--- src/rtl/dmem_arbiter.sv ---
// Two-master arbiter for the single-port data RAM.
// Master 0 is the core data port and master 1 is the debug/loader port. Each
// granted access takes three cycles: sample, drive the RAM, then acknowledge.
// Master 1 has fixed priority, but a burst counter guarantees that a waiting
// core gets one grant after MAX_BURST consecutive master 1 grants.
//
// state  | meaning
// -------+---------------------------------------------------------------
// IDLE   | sample both requests and latch the winner's access fields
// ACCESS | RAM driven from the latched fields; write enable high for a write
// RESP   | one-cycle ack (and read data) to the granted master

module dmem_arbiter #(
    parameter int ADDR_WIDTH = 13,
    parameter int DATA_WIDTH = 32,
    parameter int MAX_BURST  = 4
) (
    input  logic                  clk,
    input  logic                  _rst,

    input  logic                  m0_req,
    input  logic                  m0_we,
    input  logic [3:0]            m0_sel,
    input  logic [ADDR_WIDTH-1:0] m0_addr,
    input  logic [DATA_WIDTH-1:0] m0_wdata,
    output logic                  m0_ack,
    output logic [DATA_WIDTH-1:0] m0_rdata,

    input  logic                  m1_req,
    input  logic                  m1_we,
    input  logic [3:0]            m1_sel,
    input  logic [ADDR_WIDTH-1:0] m1_addr,
    input  logic [DATA_WIDTH-1:0] m1_wdata,
    output logic                  m1_ack,
    output logic [DATA_WIDTH-1:0] m1_rdata,

    output logic                  ram_w_en,
    output logic [3:0]            ram_sel,
    output logic [ADDR_WIDTH-1:0] ram_addr,
    output logic [DATA_WIDTH-1:0] ram_wdata,
    input  logic [DATA_WIDTH-1:0] ram_rdata,

    output logic                  busy
);

    localparam int CNT_W = $clog2(MAX_BURST + 1);

    typedef enum logic [1:0] {
        IDLE   = 2'd0,
        ACCESS = 2'd1,
        RESP   = 2'd2
    } state_t;

    state_t                state;
    logic                  gnt_m1;
    logic                  lat_we;
    logic [3:0]            lat_sel;
    logic [ADDR_WIDTH-1:0] lat_addr;
    logic [DATA_WIDTH-1:0] lat_wdata;
    logic [CNT_W-1:0]      burst_cnt;

    logic limit_hit;
    logic pick_m1;
    logic pick_m0;

    // The burst limit only matters while the core is actually waiting.
    assign limit_hit = m0_req && (burst_cnt == CNT_W'(MAX_BURST));
    assign pick_m1   = m1_req && !limit_hit;
    assign pick_m0   = !pick_m1 && m0_req;

    // RAM address/data side holds the last latched access between grants.
    assign ram_sel   = lat_sel;
    assign ram_addr  = lat_addr;
    assign ram_wdata = lat_wdata;

    // Arbitration FSM with registered write enable, acks, read data and busy.
    always_ff @(posedge clk or negedge _rst) begin
        if (!_rst) begin
            state     <= IDLE;
            gnt_m1    <= 1'b0;
            lat_we    <= 1'b0;
            lat_sel   <= '0;
            lat_addr  <= '0;
            lat_wdata <= '0;
            burst_cnt <= '0;
            ram_w_en  <= 1'b0;
            m0_ack    <= 1'b0;
            m1_ack    <= 1'b0;
            m0_rdata  <= '0;
            m1_rdata  <= '0;
            busy      <= 1'b0;
        end else begin
            ram_w_en <= 1'b0;
            m0_ack   <= 1'b0;
            m1_ack   <= 1'b0;
            m0_rdata <= '0;
            m1_rdata <= '0;
            case (state)
                IDLE: begin
                    if (pick_m1 || pick_m0) begin
                        gnt_m1    <= pick_m1;
                        lat_we    <= pick_m1 ? m1_we    : m0_we;
                        lat_sel   <= pick_m1 ? m1_sel   : m0_sel;
                        lat_addr  <= pick_m1 ? m1_addr  : m0_addr;
                        lat_wdata <= pick_m1 ? m1_wdata : m0_wdata;
                        ram_w_en  <= pick_m1 ? m1_we    : m0_we;
                        busy      <= 1'b1;
                        state     <= ACCESS;
                        if (pick_m1 && m0_req) begin
                            if (burst_cnt != CNT_W'(MAX_BURST))
                                burst_cnt <= burst_cnt + 1'b1;
                        end else begin
                            burst_cnt <= '0;
                        end
                    end
                end
                ACCESS: begin
                    // Read data is sampled as the RAM cycle closes; writes return 0.
                    if (gnt_m1) begin
                        m1_ack   <= 1'b1;
                        m1_rdata <= lat_we ? '0 : ram_rdata;
                    end else begin
                        m0_ack   <= 1'b1;
                        m0_rdata <= lat_we ? '0 : ram_rdata;
                    end
                    state <= RESP;
                end
                RESP: begin
                    busy  <= 1'b0;
                    state <= IDLE;
                end
                default: begin
                    busy  <= 1'b0;
                    state <= IDLE;
                end
            endcase
        end
    end

endmodule

--- config.mk ---
export PLATFORM = sky130hd
export DESIGN_NAME = dmem_arbiter
export DESIGN_NICKNAME = d
export VERILOG_FILES = /design/src/rtl/dmem_arbiter.sv
export SDC_FILE = /design/constraint.sdc
export NUM_CORES = 1
export LEC_CHECK = 0
export BUFFER_PORTS_ARGS = -buffer_cell sky130_fd_sc_hd__buf_4
export CAP_MARGIN = 40
export CORE_MARGIN = 4
export CORE_UTILIZATION = 50
export DETAILED_ROUTE_END_ITERATION = 10
export PLACE_DENSITY = 0.91
export SYNTH_ARGS = -nofsm -noshare
export SYNTH_HDL_FRONTEND = slang
export SYNTH_SLANG_ARGS = --single-unit
export TNS_END_PERCENT = 5
--- constraint.sdc ---
create_clock -name clk -period 4.67 [get_ports clk]
set_input_delay 0.7005 -clock clk [delete_from_list [all_inputs] [get_ports clk]]
set_output_delay 0.7005 -clock clk [all_outputs]
set_load 0.03 [all_outputs]
# == Yosys cells after proc, flatten, opt, wreduce, memory -nomap -nowiden ==
# Index checks and enable logic that the tools add are counted.
# word_totals
mem_bits_ro,0
n_memories,0
mem_bits_rw,0
register_bits,124
latch_bits,0
# classes
mux,21
eq_ne,5
reduce_logical,11
div,0
n_lt_le_gt_ge,0
bitwise,1
n_addsub,1
n_mul,0
shifts,0
# ops
cell,n
32-bit two-way mux,6
13-bit two-way mux,1
1-bit two-way mux,8
3-bit two-way mux,2
1-bit logical AND,4
4-bit two-way mux,1
2-bit case mux with 2 select lines,1
2-bit AND reduction,2
"3-bit by 1-bit adder with 3-bit output, second input constant",1
"3-bit equality test, second input constant",1
"3-bit != test, second input constant",1
3-bit AND reduction,1
"2-bit by 1-bit equality test with 1-bit output, second input constant",1
1-bit zero test,2
2-bit zero test,1
2-bit two-way mux,1
"2-bit by 1-bit != test with 1-bit output, second input constant",1
"2-bit != test, second input constant",1
1-bit case mux with 2 select lines,1
1-bit logical OR,1
1-bit NOT,1

# == Logic depth before layout (Yosys ltp) ==
# Gate-level depths: netlist of run 1.
# depth
word_depth,9
depth_mapped,7
mapped_depth_nobuf,5

# == Worst setup path before layout of run 1 ==
# Ideal clock, no wire load.
# synth_path
kind,input to register
start,input port m0_req
end,register lat_addr[10] (netlist: ram_addr[10])
t_required_ps,4544
stages,5
arrival_time_ps,1638
setup_slack_ps,2906
cell_sequence,or2_1 -> buf_6 -> buf_6 -> and3_1 -> a221o_1
# synth_between
elab_chain_len,7
elab_cells_between_ends,8
cone_classes,mux: 1; reduce/logical: 7
# synth_lines
item,line,source
"start, declared",21,"input logic m0_req,"
1-bit logical AND,67,assign limit_hit = m0_req && (burst_cnt == CNT_W'(MAX_BURST));
1-bit zero test,68,assign pick_m1 = m1_req && !limit_hit;
1-bit logical AND,68,
1-bit zero test,69,assign pick_m0 = !pick_m1 && m0_req;
1-bit logical AND,69,
1-bit logical OR,100,if (pick_m1 || pick_m0) begin
2-bit AND reduction (no line),-,
"end signal, assigned",104,lat_addr <= pick_m1 ? m1_addr : m0_addr;
"end, declared",58,logic [ADDR_WIDTH-1:0] lat_addr;
# Parallel ways exist; a longest one is shown, timed or not.
# A chain may end at the register's enable or synchronous reset.

# == Worst setup path in the final report of run 1 ==
# layout_path
start,register state[0]
end,register lat_wdata[8] (netlist: ram_wdata[8])
# layout_between
elab_chain_len,2
# layout_lines
item,line,source
"start, declared",54,state_t state;
"start signal, assigned",79,state <= IDLE;
"start signal, assigned",108,state <= ACCESS;
"start signal, assigned",126,state <= RESP;
2-bit zero test,98,case (state)
2-bit AND reduction (no line),-,
"end signal, assigned",105,lat_wdata <= pick_m1 ? m1_wdata : m0_wdata;
"end, declared",59,logic [DATA_WIDTH-1:0] lat_wdata;
# No other way between the ends.

==> impl_metrics.sql, run 1 <==
INSERT INTO impl_metrics (metric_group, metric, value, unit) VALUES
('worst_setup_path', 'crit_chain', 'nor2_4 > buf_4 > nand2_2 > buf_12 > a221o_1', ''),
('worst_setup_path', 'worst-path-max-fanout', '103', ''),
('finish', 'area.growth.synth_to_final', '49.1', '%'),
('global_route', 'grt_antenna_before_repair', '0', ''),
('die', 'fp.coreArea', '10300', 'µm²'),
('timing', 'max_freq', '440', 'MHz'),
('synthesis', 'net_count_after_synthesis', '586', ''),
('detailed_routing', 'detail-route-antenna-nets', '0', ''),
('worst_setup_path', 'critical_path.n_buffers_inverters', '2', ''),
('job', 'max_cap_viol_count', '0', ''),
('worst_setup_path', 'arrival', '2660', 'ps'),
('cts', 'post_cts.resized_instances', '0', ''),
('cts', 'clock_tree.buffer_depth', '2', ''),
('cts', 'clock_insertion_delay_worst_skew', '510', 'ps'),
('timing', 'worstMarginPinSlew', '890', 'ps'),
('timing', 'timing.final.crit_period', '2270', 'ps'),
('global_route', 'grt_pass1_vias', '4568', ''),
('synthesis', 'yosysWarnings', '0', ''),
('die', 'die-height', '110', 'µm'),
('synthesis', 'synth_seq_cells', '124', ''),
('detailed_routing', 'routed_wirelength', '15100', 'µm'),
('detailed_routing', 'detail_route.vias_per_cell', '5.53', ''),
('cts', 'cts_sinks', '124', ''),
('power_and_ir_drop', 'p_per_cell_area', '658', 'nW/µm²'),
('worst_setup_path', 'critPathKind', 'reg -> reg', ''),
('place', 'portBuffers', '252', ''),
('die', 'design.die.area', '12200', 'µm²'),
('detailed_routing', 'routed-via-count', '4597', ''),
('cts', 'cts.reportedPaths.clkPinSlew', '50', 'ps'),
('timing', 'rsz_0062_raised_after_global_routing', 'no', ''),
('synthesis', 'synth-seq-area-share', '59.3', '%'),
('detailed_routing', 'drt-initial-drc-count', '250', ''),
('run_status', 'outcome', 'finished clean', ''),
('min_path', 'hp-class', 'in -> reg', ''),
('global_route', 'grt_usage', '25.2', '%'),
('timing', 'final.hold.worst_slack', '440', 'ps'),
('cts', 'cts_root_buffer', 'sky130_fd_sc_hd__clkbuf_8', ''),
('die', 'die-width', '110', 'µm'),
('finish', 'layout_common_cells', 'sky130_fd_sc_hd__buf_4 (257), sky130_fd_sc_hd__dfrtp_1 (124), sky130_fd_sc_hd__nor2_1 (64)', ''),
('timing', 'finalSetupTns', '0', 'ps'),
('global_route', 'overflow', '0', ''),
('power_and_ir_drop', 'p_leak', '4.08', 'nW'),
('timing', 'finalSetupViolCount', '0', ''),
('finish', 'antenna-diode-count', '0', ''),
('worst_setup_path', 'cp_peak_stage_delay', '560', 'ps'),
('die', 'floorplan.io_pins', '253', ''),
('timing', 'final_max_slew_viol_count', '0', ''),
('timing', 'timing.final.crit_share', '48.7', '%'),
('timing', 'finalHoldViolations', '0', ''),
('cts', 'tritoncts', 'done', ''),
('timing', 'timing.max_slew.rel_slack', '40.7', '%'),
('place', 'routabilityCongestion', '0.832', ''),
('worst_setup_path', 'critical-path-slowest-cell', 'sky130_fd_sc_hd__buf_4', ''),
('power_and_ir_drop', 'max_vdd_drop', '0.376', 'mV'),
('place', 'dp_hpwl', '10600', 'µm'),
('cts', 'numCtsBuffers', '17', ''),
('timing', 'finalClockSkew', '5.12', 'ps'),
('worst_setup_path', 'cell_class_contributing_the_biggest_share_of_worst_path_delay', 'buffers and inverters', ''),
('die', 'initial_core_utilization', '50.9', '%'),
('detailed_routing', 'drt_drc_violations_left', '0', ''),
('detailed_routing', 'wire_per_inst', '18.2', 'µm'),
('synthesis', 'avgSynthCellArea', '11.7', 'µm²'),
('worst_setup_path', 'cp.required', '5060', 'ps'),
('synthesis', 'synthesis.area', '5230', 'µm²'),
('cts', 'postCtsHoldBufs', '1', ''),
('worst_setup_path', 'setup.worst_path.end_class', 'register', ''),
('finish', 'layout.cells.most_common', 'sky130_fd_sc_hd__buf_4', ''),
('detailed_routing', 'drtPass1Iterations', '4', ''),
('die', 'rows', '37', ''),
('synthesis', 'netlist_instances', '448', ''),
('global_route', 'grt_pass1_wl', '23200', 'µm'),
('worst_setup_path', 'timing.critical_path.from_type', 'register', ''),
('finish', 'final_nets', '820', ''),
('cts', 'htreeDepth', '4', ''),
('cts', 'post_cts_buffers', '0', ''),
('finish', 'fraction_of_layout_cells_with_a_size_suffix_above_1', '42.9', '%'),
('global_route', 'grt_max_degree', '104', ''),
('synthesis', 'post_synthesis_cell_type_count', '30', '');
[cell type report]
cell class,instances,area (µm²)
Inverter,8,30.0
Multi-Input combinational cell,269,1860
Tap cell,136,170
Clock buffer,21,439
Sequential cell,124,3100
Clock inverter,11,168
Fill cell,673,2470
Timing Repair Buffer,262,2030
[metrics by stage]
stage	std cells	util, %	power (W)	cell area, µm²	worst slack, ps
2_1_floorplan	448	-	0.00299	5230	2910
3_3_place_gp	794	69.1	0.00370	7100	2230
6_report	831	75.9	0.00514	7800	2400
4_1_cts	831	75.9	0.00517	7800	2420
3_5_place_dp	798	69.9	0.00383	7190	2330
5_1_grt	831	75.9	0.00540	7800	2230
[worst paths after layout]
path | startpoint | end | slack (ps) | cells after the start
hold reg to reg | ram_wdata[22]$_DFFE_PN0P_ | ram_wdata[22]$_DFFE_PN0P_ | 510 | 1
hold / removal | ram_rdata[21] | m0_rdata[21]$_DFF_PN0_ | 440 | 3
max in group asynchronous | _rst | ram_wdata[2]$_DFFE_PN0P_ | 2880 | 4
min in group asynchronous | _rst | m0_rdata[10]$_DFF_PN0_ | 610 | 2
setup / recovery | state[0]$_DFFE_PN0P_ | ram_wdata[8]$_DFFE_PN0P_ | 2400 | 5
setup reg to reg | state[0]$_DFFE_PN0P_ | ram_wdata[8]$_DFFE_PN0P_ | 2400 | 5
[worst register-to-register path, delay by kind of cell, from the launching register on]
kind / cells / cell delay, ps
and+or+nand+nor: 2 / 520
DFF: 1 / 400
AOI/OAI and AO/OA: 1 / 390
buffers and inverters: 2 / 850
[synth_stat cells]
master,number,share of area [%]
sky130_fd_sc_hd__buf_2,6,0.57
sky130_fd_sc_hd__ha_1,2,0.48
sky130_fd_sc_hd__inv_1,8,0.57
sky130_fd_sc_hd__buf_6,6,1.3
sky130_fd_sc_hd__and2_1,1,0.12
sky130_fd_sc_hd__nand4b_1,1,0.17
sky130_fd_sc_hd__a221o_1,49,9.4
sky130_fd_sc_hd__clkbuf_1,32,2.3
sky130_fd_sc_hd__nor2_1,64,4.6
sky130_fd_sc_hd__o311ai_0,1,0.17
sky130_fd_sc_hd__and3_2,1,0.14
sky130_fd_sc_hd__nand2_1,4,0.29
sky130_fd_sc_hd__o22ai_1,1,0.12
sky130_fd_sc_hd__nor2b_1,1,0.12
sky130_fd_sc_hd__and3_4,4,0.86
sky130_fd_sc_hd__dfrtp_1,124,59
sky130_fd_sc_hd__o21ai_0,2,0.19
sky130_fd_sc_hd__a21oi_1,2,0.19
sky130_fd_sc_hd__and3_1,44,5.3
sky130_fd_sc_hd__o2bb2ai_1,1,0.17
sky130_fd_sc_hd__mux2i_1,1,0.19
sky130_fd_sc_hd__nand2b_1,33,3.9
sky130_fd_sc_hd__nand2_2,1,0.12
sky130_fd_sc_hd__or2_1,1,0.12
sky130_fd_sc_hd__a31oi_1,1,0.12
sky130_fd_sc_hd__a21bo_2,1,0.19
sky130_fd_sc_hd__and4_1,49,8.2
sky130_fd_sc_hd__nand3_1,3,0.29
sky130_fd_sc_hd__buf_4,3,0.43
sky130_fd_sc_hd__nor2_2,1,0.12
[layer usage]
metal	GRT usage, %	part of all wire (%)
met3	7.86	8.9
met4	8.97	1.8
met2	42.1	51
met5	0	0
met1	31.0	39
[report_power, final]
part | switching [W] | leakage (nW) | internal, W | total, W
sequential | 0.000230 | 1.62 | 0.00139 | 0.00162
clock | 0.000452 | 0.292 | 0.000879 | 0.00133
combinational | 0.00127 | 2.16 | 0.000917 | 0.00218
[state kept, by name (all words and copies together) (netlist names), 2 cells and up]
name       cells
m1_rdata      32
ram_wdata     32
m0_rdata      32
ram_sel        4
burst_cnt      3
state          2
ram_addr      13
[cell families (layout without fill, tap and decap cells)]
logic type	Yosys count	after routing	share of synthesized area, %
AND/OR/NAND/NOR	208	208	24.3
flip-flops	124	124	59.3
AO/OA/AOI/OAI	58	58	10.5
buffers and inverters	55	302	5.17
adder cells (fa/ha/maj)	2	2	0.478
multiplexers	1	1	0.191
(Power assumes the default switching activity.)
==> inputs of run 2 (changes only) <==
--- a/config.mk
+++ b/config.mk
@@ -5,12 +5,13 @@
 export SDC_FILE = /design/constraint.sdc
 export NUM_CORES = 1
 export LEC_CHECK = 0
+export ABC_AREA = 1
 export BUFFER_PORTS_ARGS = -buffer_cell sky130_fd_sc_hd__buf_4
 export CAP_MARGIN = 40
 export CORE_MARGIN = 4
-export CORE_UTILIZATION = 50
+export CORE_UTILIZATION = 46
 export DETAILED_ROUTE_END_ITERATION = 10
-export PLACE_DENSITY = 0.91
+export PLACE_DENSITY = 0.85
 export SYNTH_ARGS = -nofsm -noshare
 export SYNTH_HDL_FRONTEND = slang
 export SYNTH_SLANG_ARGS = --single-unit
==> constraint.sdc (replaced) <==
create_clock -name clk -period 2.3 [get_ports clk]
set_input_delay 0.345 -clock clk [delete_from_list [all_inputs] [get_ports clk]]
set_output_delay 0.345 -clock clk [all_outputs]
set_load 0.03 [all_outputs]
==> run 2 against run 1 <==
Critical path depth rose by 2; fmax rose by 37%; die area grew 9.3%; sequential share of layout area decreased by 0.57 points; combinational power increased by 93%; critical endpoint is now ram_addr[2]$_DFFE_PN0P_; hold slack got worse by 240 ps; sequential cell count unchanged.
==> impl_metrics.sql, run 2 <==
INSERT INTO impl_metrics (metric_group, metric, value, unit) VALUES
('run_status', 'outcome', 'finished clean', ''),
('cts', 'cts.reportedPaths.clkPinSlew', '60', 'ps'),
('cts', 'tritoncts', 'done', ''),
('min_path', 'hold_depth', '3', ''),
('finish', 'area.growth.synth_to_final', '49.4', '%'),
('finish', 'final_nets', '1030', ''),
('synthesis', 'synth_edf_count', '0', ''),
('worst_setup_path', 'worst_r2r_start', 'burst_cnt[0]$_DFFE_PN0P_', ''),
('power_and_ir_drop', 'p_leak', '4.73', 'nW'),
('detailed_routing', 'drt_drc_violations_left', '0', ''),
('worst_setup_path', 'arrival', '1940', 'ps'),
('global_route', 'grt_max_degree', '55', ''),
('synthesis', 'post_synth_most_frequent_cells', 'sky130_fd_sc_hd__nand2_1 (196), sky130_fd_sc_hd__dfrtp_1 (124), sky130_fd_sc_hd__inv_1 (110)', ''),
('cts', 'cts_root_buffer', 'sky130_fd_sc_hd__clkbuf_16', ''),
('power_and_ir_drop', 'max_vdd_drop', '0.783', 'mV'),
('global_route', 'grt_pass1_vias', '4881', ''),
('min_path', 'hp-class', 'in -> reg', ''),
('timing', 'final.hold.worst_slack', '196', 'ps'),
('timing', 'final_max_slew_viol_count', '0', ''),
('finish', 'final_standard_cell_area_without_fillers', '7920', 'µm²'),
('die', 'floorplan.io_pins', '253', ''),
('synthesis', 'net_count_after_synthesis', '781', ''),
('worst_setup_path', 'worst_r2r_endpoint', 'ram_addr[2]$_DFFE_PN0P_', ''),
('cts', 'post_cts_buffers', '0', ''),
('synthesis', 'yosys.area.top_type_share', '58.5', '%'),
('global_route', 'overflow', '0', ''),
('detailed_routing', 'routed-via-count', '4904', ''),
('worst_setup_path', 'crit_chain', 'inv_1 > ha_1 > nand3_2 > buf_4 > nand3_1 > nand3_1 > nand2_1', ''),
('worst_setup_path', 'timing.critical_path.mode_cell', 'sky130_fd_sc_hd__nand3_1', ''),
('die', 'die-width', '115', 'µm'),
('synthesis', 'synth.most_common_cell', 'sky130_fd_sc_hd__nand2_1', ''),
('synthesis', 'synthesis.area', '5300', 'µm²'),
('synthesis', 'synth_area_leader_cell', 'sky130_fd_sc_hd__dfrtp_1', ''),
('synthesis', 'synthTopCellsByArea', 'sky130_fd_sc_hd__dfrtp_1 (59%), sky130_fd_sc_hd__nand2_1 (14%), sky130_fd_sc_hd__nand3_1 (9.8%), sky130_fd_sc_hd__inv_1 (7.8%), sky130_fd_sc_hd__nor2_1 (4.6%)', ''),
('timing', 'timing.final.crit_period', '1660', 'ps'),
('die', 'design.die.area', '13300', 'µm²'),
('die', 'fp.coreArea', '11100', 'µm²'),
('worst_setup_path', 'worst-path-max-fanout', '50', ''),
('finish', 'postLayoutCoreUtil', '71.5', '%'),
('worst_setup_path', 'critical-path-slowest-cell', 'sky130_fd_sc_hd__buf_4', ''),
('timing', 'finalHoldViolations', '0', ''),
('die', 'rows', '38', ''),
('detailed_routing', 'detail_route.vias_per_cell', '4.69', ''),
('place', 'placement.cell_area', '7290', 'µm²'),
('timing', 'timing.max_slew.rel_slack', '62.6', '%'),
('cts', 'clock_tree.buffer_depth', '2', ''),
('synthesis', 'ys_async_sr_fraction', '100', '%'),
('place', 'routabilityCongestion', '0.837', ''),
('global_route', 'grt_pass1_wl', '23600', 'µm'),
('finish', 'layout.cells.most_common', 'sky130_fd_sc_hd__buf_4', ''),
('timing', 'rsz_0062_raised_after_global_routing', 'no', ''),
('detailed_routing', 'drt-initial-drc-count', '407', ''),
('synthesis', 'yosysWarnings', '0', ''),
('power_and_ir_drop', 'p_per_cell_area', '1280', 'nW/µm²'),
('worst_setup_path', 'cp_peak_stage_delay', '460', 'ps'),
('min_path', 'min-delay-start', 'ram_rdata[9]', ''),
('synthesis', 'avgSynthCellArea', '8.24', 'µm²'),
('worst_setup_path', 'regToRegSetupSlack', '640', 'ps'),
('detailed_routing', 'routed_wirelength', '15100', 'µm'),
('die', 'die-height', '115', 'µm'),
('worst_setup_path', 'critPathKind', 'reg -> reg', ''),
('place', 'portBuffers', '252', ''),
('worst_setup_path', 'reg2reg_depth', '7', ''),
('timing', 'finalSetupTns', '0', 'ps'),
('worst_setup_path', 'timing.critical_path.from_type', 'register', ''),
('global_route', 'grt_antenna_before_repair', '1', ''),
('finish', 'fraction_of_layout_cells_with_a_size_suffix_above_1', '33.3', '%'),
('finish', 'antenna-diode-count', '0', ''),
('cts', 'htreeDepth', '4', ''),
('min_path', 'hold-path-endpoint', 'm1_rdata[9]$_DFF_PN0_', ''),
('timing', 'max_freq', '603', 'MHz'),
('synthesis', 'synth-seq-area-share', '58.5', '%'),
('cts', 'cts_sinks', '124', ''),
('finish', 'layout_common_cells', 'sky130_fd_sc_hd__buf_4 (263), sky130_fd_sc_hd__nand2_1 (195), sky130_fd_sc_hd__dfrtp_1 (124)', ''),
('worst_setup_path', 'setup.worst_path.end_class', 'register', ''),
('timing', 'timing.final.ws_setup', '642', 'ps'),
('timing', 'finalSetupViolCount', '0', ''),
('global_route', 'grt_usage', '22.7', '%'),
('timing', 'timing.final.crit_share', '72.1', '%'),
('place', 'dp_hpwl', '10700', 'µm'),
('detailed_routing', 'wire_per_inst', '14.4', 'µm'),
('cts', 'numCtsBuffers', '17', ''),
('synthesis', 'postSynth.topFlopCell', 'sky130_fd_sc_hd__dfrtp_1', ''),
('synthesis', 'synth_seq_cells', '124', ''),
('die', 'initial_core_utilization', '47.8', '%'),
('place', 'dp_slack', '685', 'ps'),
('cts', 'clock_insertion_delay_worst_skew', '400', 'ps'),
('timing', 'finalClockSkew', '16.2', 'ps'),
('timing', 'worstMarginPinSlew', '561', 'ps'),
('job', 'max_cap_viol_count', '0', ''),
('detailed_routing', 'drtPass1Iterations', '4', ''),
('worst_setup_path', 'cp.required', '2590', 'ps'),
('synthesis', 'post_synthesis_cell_type_count', '16', ''),
('synthesis', 'netlist_instances', '643', ''),
('detailed_routing', 'detail-route-antenna-nets', '0', '');
-- run 2: critical path, delay by kind of cell, from the launching register on --
family / cells / cell delay (ps)
simple gates: 4 / 410
fa+ha+maj: 1 / 220
flops: 1 / 370
buf+inv: 2 / 540
-- run 2: cell families (layout without fill, tap and decap cells) --
group / after synthesis / after routing / synth area share, %
XOR/XNOR: 1 / 1 / 0.165
adder cells (fa/ha/maj): 2 / 2 / 0.472
buffers and inverters: 147 / 409 / 11.6
flip-flops: 124 / 124 / 58.5
AO/OA/AOI/OAI: 1 / 1 / 0.0943
AND/OR/NAND/NOR: 368 / 368 / 29.1
-- run 2: per-stage QoR --
step	power (W)	cells
6_report	0.0102	1045
4_1_cts	0.0102	1045
2_1_floorplan	0.00582	643
3_5_place_dp	0.00746	1012
5_1_grt	0.0107	1045
3_3_place_gp	0.00739	1012
-- run 2: cell type report --
class	count	area (µm²)
Fill cell	863	3160
Sequential cell	124	3100
Timing Repair Buffer	266	2020
Multi-Input combinational cell	372	1580
Clock buffer	18	429
Inverter	111	417
Clock inverter	14	185
Tap cell	140	175
-- run 2: worst max path at each step --
stage / startpoint / end / slack, ps / cells after the start
after floorplan: burst_cnt[0]$_DFFE_PN0P_ / lat_we$_DFFE_PN0P_ / 970 / 7
after global placement: burst_cnt[0]$_DFFE_PN0P_ / ram_wdata[1]$_DFFE_PN0P_ / 730 / 7
after detailed placement: burst_cnt[0]$_DFFE_PN0P_ / ram_addr[2]$_DFFE_PN0P_ / 680 / 7
after CTS: burst_cnt[0]$_DFFE_PN0P_ / lat_we$_DFFE_PN0P_ / 650 / 7
after global routing: burst_cnt[0]$_DFFE_PN0P_ / ram_sel[1]$_DFFE_PN0P_ / 510 / 7
final: burst_cnt[0]$_DFFE_PN0P_ / ram_addr[2]$_DFFE_PN0P_ / 640 / 7
-- run 2: timing repair --
action                                 CTS  global route
resized for setup                        0             0
hold buffers                             1             0
endpoints found under the hold margin   23             0
-- run 2: power by group --
| group | switching, W | total (W) | internal [W] | leakage [nW] |
|---|---|---|---|---|
| registers | 0.000347 | 0.00321 | 0.00287 | 1.62 |
| logic | 0.00276 | 0.00420 | 0.00143 | 2.82 |
| clock network | 0.00101 | 0.00274 | 0.00173 | 0.290 |
| total | 0.00412 | 0.0102 | 0.00603 | 4.73 |
-- run 2: layer usage --
layer  GRT usage [%]  up-vias  routed length, µm
met5               0        -                 13
met4            9.62        2                410
met3            5.68       33                894
met2            38.3      180               7850
met1            27.9     2276               5890
li1                -     2413                  -
